File: src/rtl/intersection_ctrl.sv
// Two-road intersection controller: NS/EW signal heads, pedestrian walk
// phase granted during all-red clearance, and a night flashing mode.
// Everything runs on clk; phase timing uses an internal tick enable.
module intersection_ctrl #(
    parameter int F_CLK    = 50_000_000,
    parameter int F_TICK   = 1,
    parameter int T_GREEN  = 25,
    parameter int T_YELLOW = 5,
    parameter int T_ALLRED = 2,
    parameter int T_PED    = 10
) (
    input  logic       clk,
    input  logic       rst_n,
    input  logic       ped_req,
    input  logic       night,
    output logic [2:0] ns_light,
    output logic [2:0] ew_light,
    output logic       ped_walk,
    output logic       ped_wait,
    output logic [2:0] phase,
    output logic [3:0] remain_tens,
    output logic [3:0] remain_ones,
    output logic       tick_o
);

    localparam int DIV = F_CLK / F_TICK;
    localparam int CW  = (DIV > 1) ? $clog2(DIV) : 1;
    localparam logic [CW-1:0] CNT_LAST = CW'(DIV - 1);

    localparam logic [2:0] S_NS_GREEN  = 3'd0;
    localparam logic [2:0] S_NS_YELLOW = 3'd1;
    localparam logic [2:0] S_ALLRED_A  = 3'd2;
    localparam logic [2:0] S_EW_GREEN  = 3'd3;
    localparam logic [2:0] S_EW_YELLOW = 3'd4;
    localparam logic [2:0] S_ALLRED_B  = 3'd5;
    localparam logic [2:0] S_NIGHT     = 3'd6;

    localparam logic [6:0] LD_GREEN  = 7'(T_GREEN);
    localparam logic [6:0] LD_YELLOW = 7'(T_YELLOW);
    localparam logic [6:0] LD_ALLRED = 7'(T_ALLRED);
    localparam logic [6:0] LD_PED    = 7'(T_PED);
    localparam logic [3:0] RST_TENS  = 4'(T_ALLRED / 10);
    localparam logic [3:0] RST_ONES  = 4'(T_ALLRED % 10);

    localparam logic [2:0] RED    = 3'b100;
    localparam logic [2:0] YELLOW = 3'b010;
    localparam logic [2:0] GREEN  = 3'b001;

    logic [CW-1:0] tick_cnt;
    logic          tick;
    logic [2:0]    state, state_n;
    logic [6:0]    remain, remain_n;
    logic          blink, blink_n;
    logic          walk_n;
    logic          grant;
    logic          enter_night;

    assign tick   = (tick_cnt == CNT_LAST);
    assign tick_o = tick;
    assign phase  = state;

    // Free-running tick divider: wraps to 0 on the tick cycle.
    // NOTE: sequential state uses non-blocking (<=) so every register samples pre-edge values.
    always_ff @(posedge clk or negedge rst_n) begin
        if (!rst_n)    tick_cnt <= '0;
        else if (tick) tick_cnt <= '0;
        else           tick_cnt <= tick_cnt + 1'b1;
    end

    // Next-state, remaining-time, blink and walk-grant decision.
    // NOTE: every variable gets a default first so no path leaves it unassigned (no latch).
    always_comb begin
        state_n     = state;
        remain_n    = remain;
        blink_n     = blink;
        walk_n      = ped_walk;
        grant       = 1'b0;
        enter_night = 1'b0;
        if (state > S_NIGHT) begin
            // Unused encoding: recover to the clearance phase right away.
            state_n  = S_ALLRED_B;
            remain_n = LD_ALLRED;
            blink_n  = 1'b0;
            walk_n   = 1'b0;
        end else if (tick) begin
            if (state == S_NIGHT) begin
                if (!night) begin
                    state_n  = S_ALLRED_B;
                    remain_n = LD_ALLRED;
                    blink_n  = 1'b0;
                end else begin
                    blink_n = ~blink;
                end
            end else if (remain > 7'd1) begin
                remain_n = remain - 7'd1;
            end else begin
                walk_n = 1'b0;
                case (state)
                    S_NS_GREEN: begin
                        state_n  = S_NS_YELLOW;
                        remain_n = LD_YELLOW;
                    end
                    S_NS_YELLOW, S_EW_YELLOW: begin
                        // Walk is granted only from a request latched before this edge.
                        state_n  = (state == S_NS_YELLOW) ? S_ALLRED_A : S_ALLRED_B;
                        grant    = ped_wait;
                        walk_n   = ped_wait;
                        remain_n = ped_wait ? LD_PED : LD_ALLRED;
                    end
                    S_ALLRED_A: begin
                        state_n  = S_EW_GREEN;
                        remain_n = LD_GREEN;
                    end
                    S_EW_GREEN: begin
                        state_n  = S_EW_YELLOW;
                        remain_n = LD_YELLOW;
                    end
                    S_ALLRED_B: begin
                        if (night) begin
                            state_n     = S_NIGHT;
                            remain_n    = 7'd0;
                            blink_n     = 1'b0;
                            enter_night = 1'b1;
                        end else begin
                            state_n  = S_NS_GREEN;
                            remain_n = LD_GREEN;
                        end
                    end
                    default: ;
                endcase
            end
        end
    end

    // Phase registers, pedestrian latch and walk output.
    always_ff @(posedge clk or negedge rst_n) begin
        if (!rst_n) begin
            state    <= S_ALLRED_B;
            remain   <= LD_ALLRED;
            blink    <= 1'b0;
            ped_walk <= 1'b0;
            ped_wait <= 1'b0;
        end else begin
            state    <= state_n;
            remain   <= remain_n;
            blink    <= blink_n;
            ped_walk <= walk_n;
            // Night holds the latch clear; otherwise a new request beats a same-cycle grant.
            if (enter_night || state == S_NIGHT) ped_wait <= 1'b0;
            else if (ped_req)                    ped_wait <= 1'b1;
            else if (grant)                      ped_wait <= 1'b0;
        end
    end

    // BCD split of remaining ticks, one clk behind remain.
    always_ff @(posedge clk or negedge rst_n) begin
        if (!rst_n) begin
            remain_tens <= RST_TENS;
            remain_ones <= RST_ONES;
        end else begin
            remain_tens <= 4'(remain / 7'd10);
            remain_ones <= 4'(remain % 7'd10);
        end
    end

    // Moore decode of the signal heads from state and blink.
    always_comb begin
        ns_light = RED;
        ew_light = RED;
        case (state)
            S_NS_GREEN:  ns_light = GREEN;
            S_NS_YELLOW: ns_light = YELLOW;
            S_EW_GREEN:  ew_light = GREEN;
            S_EW_YELLOW: ew_light = YELLOW;
            S_NIGHT: begin
                ns_light = {1'b0, blink, 1'b0};
                ew_light = {1'b0, blink, 1'b0};
            end
            default: ;
        endcase
    end

endmodule

File: config.mk
export PLATFORM = sky130hd
export DESIGN_NAME = intersection_ctrl
export DESIGN_NICKNAME = d
export VERILOG_FILES = /design/src/rtl/intersection_ctrl.sv
export SDC_FILE = /design/constraint.sdc
export NUM_CORES = 1
export LEC_CHECK = 0
export ABC_AREA = 1
export BUFFER_PORTS_ARGS = -buffer_cell sky130_fd_sc_hd__buf_2
export CAP_MARGIN = 40
export CELL_PAD_IN_SITES_DETAIL_PLACEMENT = 0
export CELL_PAD_IN_SITES_GLOBAL_PLACEMENT = 2
export CORE_MARGIN = 2
export CORE_UTILIZATION = 38
export DETAILED_ROUTE_END_ITERATION = 10
export PLACE_DENSITY_LB_ADDON = 0.1
export SYNTH_ARGS = -nofsm -noshare
export SYNTH_HDL_FRONTEND = slang
export SYNTH_SLANG_ARGS = --single-unit
File: constraint.sdc
create_clock -name clk -period 3.38 [get_ports clk]
set_input_delay 0.338 -clock clk [delete_from_list [all_inputs] [get_ports clk]]
set_output_delay 0.338 -clock clk [all_outputs]
set_load 0.05 [all_outputs]
== Word level (Yosys, flattened, before mapping) ==
Index checks and enable logic that the tools add are counted.

* Add/sub/neg operators: 2
* $mul: 0
* Divide/modulo/power cells: 2
* Magnitude comparators: 2
* Eq/ne operators: 11
* Shift-type cells: 0
* Mux-type cells: 44
* Bitwise logic cells: 1
* Reductions and logical operators: 14

{| class="wikitable"
|+ Operators by type and width
! cell !! number
|-
| 2-to-1 mux 7 bit || 5
|-
| one-hot mux 7 bit (4 select lines) || 1
|-
| adder 26 x 1 -> 26 bit (second input constant) || 1
|-
| equality test 26 bit (second input constant) || 1
|-
| 2-to-1 mux 26 bit || 1
|-
| 2-to-1 mux 1 bit || 25
|-
| 2-to-1 mux 3 bit || 7
|-
| one-hot mux 3 bit (3 select lines) || 2
|-
| one-hot mux 3 bit (5 select lines) || 1
|-
| nonzero test 7 bit || 2
|-
| equality test 3 bit (second input constant) || 3
|-
| nonzero test 3 bit || 3
|-
| AND reduction 4 bit || 2
|-
| divider 7 x 4 -> 7 bit (second input constant) || 1
|-
| > comparator 7 x 1 -> 1 bit (second input constant) || 1
|-
| modulo 7 x 4 -> 7 bit (second input constant) || 1
|-
| subtractor 7 x 1 -> 7 bit (second input constant) || 1
|-
| equality test 3 x 2 -> 1 bit (second input constant) || 2
|-
| AND reduction 3 bit || 2
|-
| 2-to-1 mux 5 bit || 1
|-
| 2-to-1 mux 4 bit || 1
|-
| != test 2 bit (second input constant) || 2
|-
| OR reduction 2 bit || 2
|-
| equality test 3 x 1 -> 1 bit (second input constant) || 1
|-
| other kinds (7) || 7
|}

* Register bits after elaboration: 47
* Bits in latches: 0
* RAM bits: 0
* Memory bits (read-only): 0
* Input bits: 4
* Output and inout port bits: 20
* Memories: 0

== Longest topological paths before layout ==
* Depth after elaboration: 10
* Mapped depth: 20

== Worst setup path after synthesis ==
OpenSTA, ideal clock, no wires.

* Kind: reg-to-output
* From: register tick_cnt[0]
* To: output port tick_o
* Data arrival time: 2570 ps
* Required time: 3042 ps
* Path slack: 472 ps
* Cell stages (with the launch flop): 6
* Path buffers: 0
* Cells stage by stage: dfrtp_1 ha_1 nand2_1 nor3_4 inv_1 nor4_1

* Longest elaborated chain between the ends: 1

{| class="wikitable"
|+ RTL lines
! element !! line !! source
|-
| from (decl) || 49 || <nowiki>logic [CW-1:0] tick_cnt;</nowiki>
|-
| from (signal assigned) || 67 || <nowiki>else tick_cnt <= tick_cnt + 1'b1;</nowiki>
|-
| equality test 26 bit || 58 || <nowiki>assign tick = (tick_cnt == CNT_LAST);</nowiki>
|-
| to (decl) || 23 || <nowiki>output logic tick_o</nowiki>
|}

No other way between the ends.

== Worst setup path after layout ==
Same ends and word-level chain as after synthesis.

==> metrics <==
ys async rst share=100%; WP data arrival=2.08 ns; Total GRT Usage=16.7%; Final #Nets=385; area taken by multi-input logic gates=1400 um2; initial antenna violation count=0; Pwr Density=295 nW/um2; hold crit path type=in2async; first-pass GRT wire length=10,400 um; outcome=completed; FP Rows=31; # port buffers=23; setup_tns=0 ns; CP required=3.04 ns; period utilisation layout=71.6%; non-filler cells, final=475; Worst VDD drop=135 uV; Starting Density=38.7%; Hold Fails Final Rpt=0; CTS HTree Levels=2; Core Region=7180 um2; Die Span Y=89.4 um; CTS clk-pin slew, worst paths=0.09 ns; Setup Fix Bufs, Post-CTS=0; Yosys reg bits=47; CTS Buffer Depth=2; Mapped Avg Cell Area=7.99 um2; Clk Tree Root Cell=clkbuf_8; CP Capture Type=output port; largest net degree at the start of global routing=29; Final Instance Area=3080 um2; First-pass DRT Iterations=4; post-CTS sizing=0; EDFF count, synth=0; WL final=6010 um; Setup Skew=0.0120 ns; wire per inst=12.6 um; Critical Path Slowest Stage Cell=nor4_1; Ant. Diodes=0; grt ovf=0; worst stage delay on the critical path=0.48 ns; placed insts=467; vias in the first global route=2,255; Top FF cell, synth=dfrtp_1; final setup fails=0; Syn Nets=357; startpoint types=register; drc violations=0; Worst-Margin Slew=0.679 ns; Die Area=8000 um2; dpl cell area=3000 um2; register area=1180 um2; critical path cell sequence=ha_1, nand2_1, nor3_4, inv_1, nor4_1, buf_2; most frequent cells in the layout=nand2_1 (70), nor2_1 (49), dfrtp_1 (43), inv_1 (39), buf_2 (23); clk_lat worst skew=0.30 ns; Layout area overhead=11.0%; worst reg2reg path depth=18; Leak=1.44 nW; io pins=24; CTS buffer count=5; vias per cell=4.78; Power Total=0.909 mW; CTS tree=built; layout cell share with drive strength beyond 1=17.0%; Gate Count Post-Synth=347; max cap viols=0; FMAX=413 MHz; unique cell type count in the Yosys netlist=40; commonest non-fill, non-tap cell in the layout=nand2_1; Clock Sinks=47; RSZ-0062 raised after global routing=no; final worst path period need=2.42 ns; Yosys warnings=0; critical path type=reg2out; fillers=747; final slew viol count=0; slew margin rel.=54.7%; DR vias=2,269; CP max FO=4; Syn Std Cell Area=2770 um2; Die W=89.4 um; Hold-fix buffers, CTS=0; sequential-to-total area share from yosys stat=42.6%; Iter 0 DRT Violations=50; GPL Wtd Cong=0.826; hpwl dp=4600 um; Final ANT Viol Nets=0
## state kept, by name (all words and copies together) (netlist names)
signal	flops
ped_walk	1
remain_tens	4
tick_cnt	26
phase	3
blink	1
remain_ones	4
ped_wait	1
remain	7
## layer usage
metal  vias up  wire, um  track usage (%)
met5         -         0                0
met4         0        53             3.80
met3         5        93             3.05
met2        13      2960             28.7
met1      1070      2910             21.7
li1       1181         -                -
## critical path, delay by kind of cell (launching register included)
| kind | cells | cell delay [ns] |
|---|---|---|
| adders and majority gates | 1 | 0.17 |
| and+or+nand+nor | 3 | 0.83 |
| buffers and inverters | 2 | 0.42 |
| DFF | 1 | 0.37 |
## synthesized netlist by cell type, types with 5 or more instances
cell     instances  area (um2)
nand2_2          6        37.5
xor2_1          15         131
nor4_1           5        31.3
ha_1             6        75.1
o21ai_0         17        85.1
nand3_1         19        95.1
a21oi_1          5        25.0
nand2_1         70         263
inv_1           39         146
nor2_1          49         184
dfrtp_1         43        1080
o21ai_1          9        45.0
nor3_1           9        45.0
## stage by stage
| stage | hold WS [ns] | worst slack (ns) | utilization (%) |
|---|---|---|---|
| after floorplan | 0.0424 | 0.472 | - |
| after global placement | 0.410 | 1.19 | 41.8 |
| after detailed placement | 0.420 | 1.21 | 41.8 |
| after CTS | 0.0968 | 0.885 | 42.9 |
| after global routing | 0.106 | 0.678 | 42.9 |
| final | 0.0655 | 0.959 | 42.9 |
## path summary, 6_finish.rpt
kind	startpoint	end	slack [ns]
worst min register to register	remain[0]$_DFFE_PN0P_	remain_ones[0]$_DFF_PN0_	0.45
max in group asynchronous	rst_n	remain_ones[1]$_DFF_PN1_	2.51
worst max register to register	remain[4]$_DFFE_PN0P_	remain_ones[1]$_DFF_PN1_	1.19
worst min-delay path	rst_n	tick_cnt[25]$_DFF_PN0_	0.07
worst max-delay path	tick_cnt[0]$_DFF_PN0_	tick_o	0.96
min in group clk	ped_req	ped_wait$_DFFE_PN0P_	0.32
## report_power, final
part | total [mW] | internal [mW] | switching, mW
combinational | 0.0149 | 0.00213 | 0.0128
clock | 0.333 | 0.146 | 0.187
sequential | 0.562 | 0.562 | 0.0000000000000000337
## cells by family after synthesis
logic type / after synthesis / share of synthesized area, %
AND/OR/NAND/NOR: 185 / 33.2
buffers and inverters: 48 / 7.04
flip-flops: 47 / 42.6
AO/OA/AOI/OAI: 42 / 8.52
XOR/XNOR: 19 / 6.00
adder cells (fa/ha/maj): 6 / 2.71
## cell type report
cell class	count	share of cell area (%)
multi-input cells	252	45.4
flip-flops and latches	47	38.4
inverters	45	5.57
well taps	99	4.02
repair buffers	24	3.98
clock buffers	7	2.48
clock inverters	1	0.163
(Power assumes the default switching activity.)
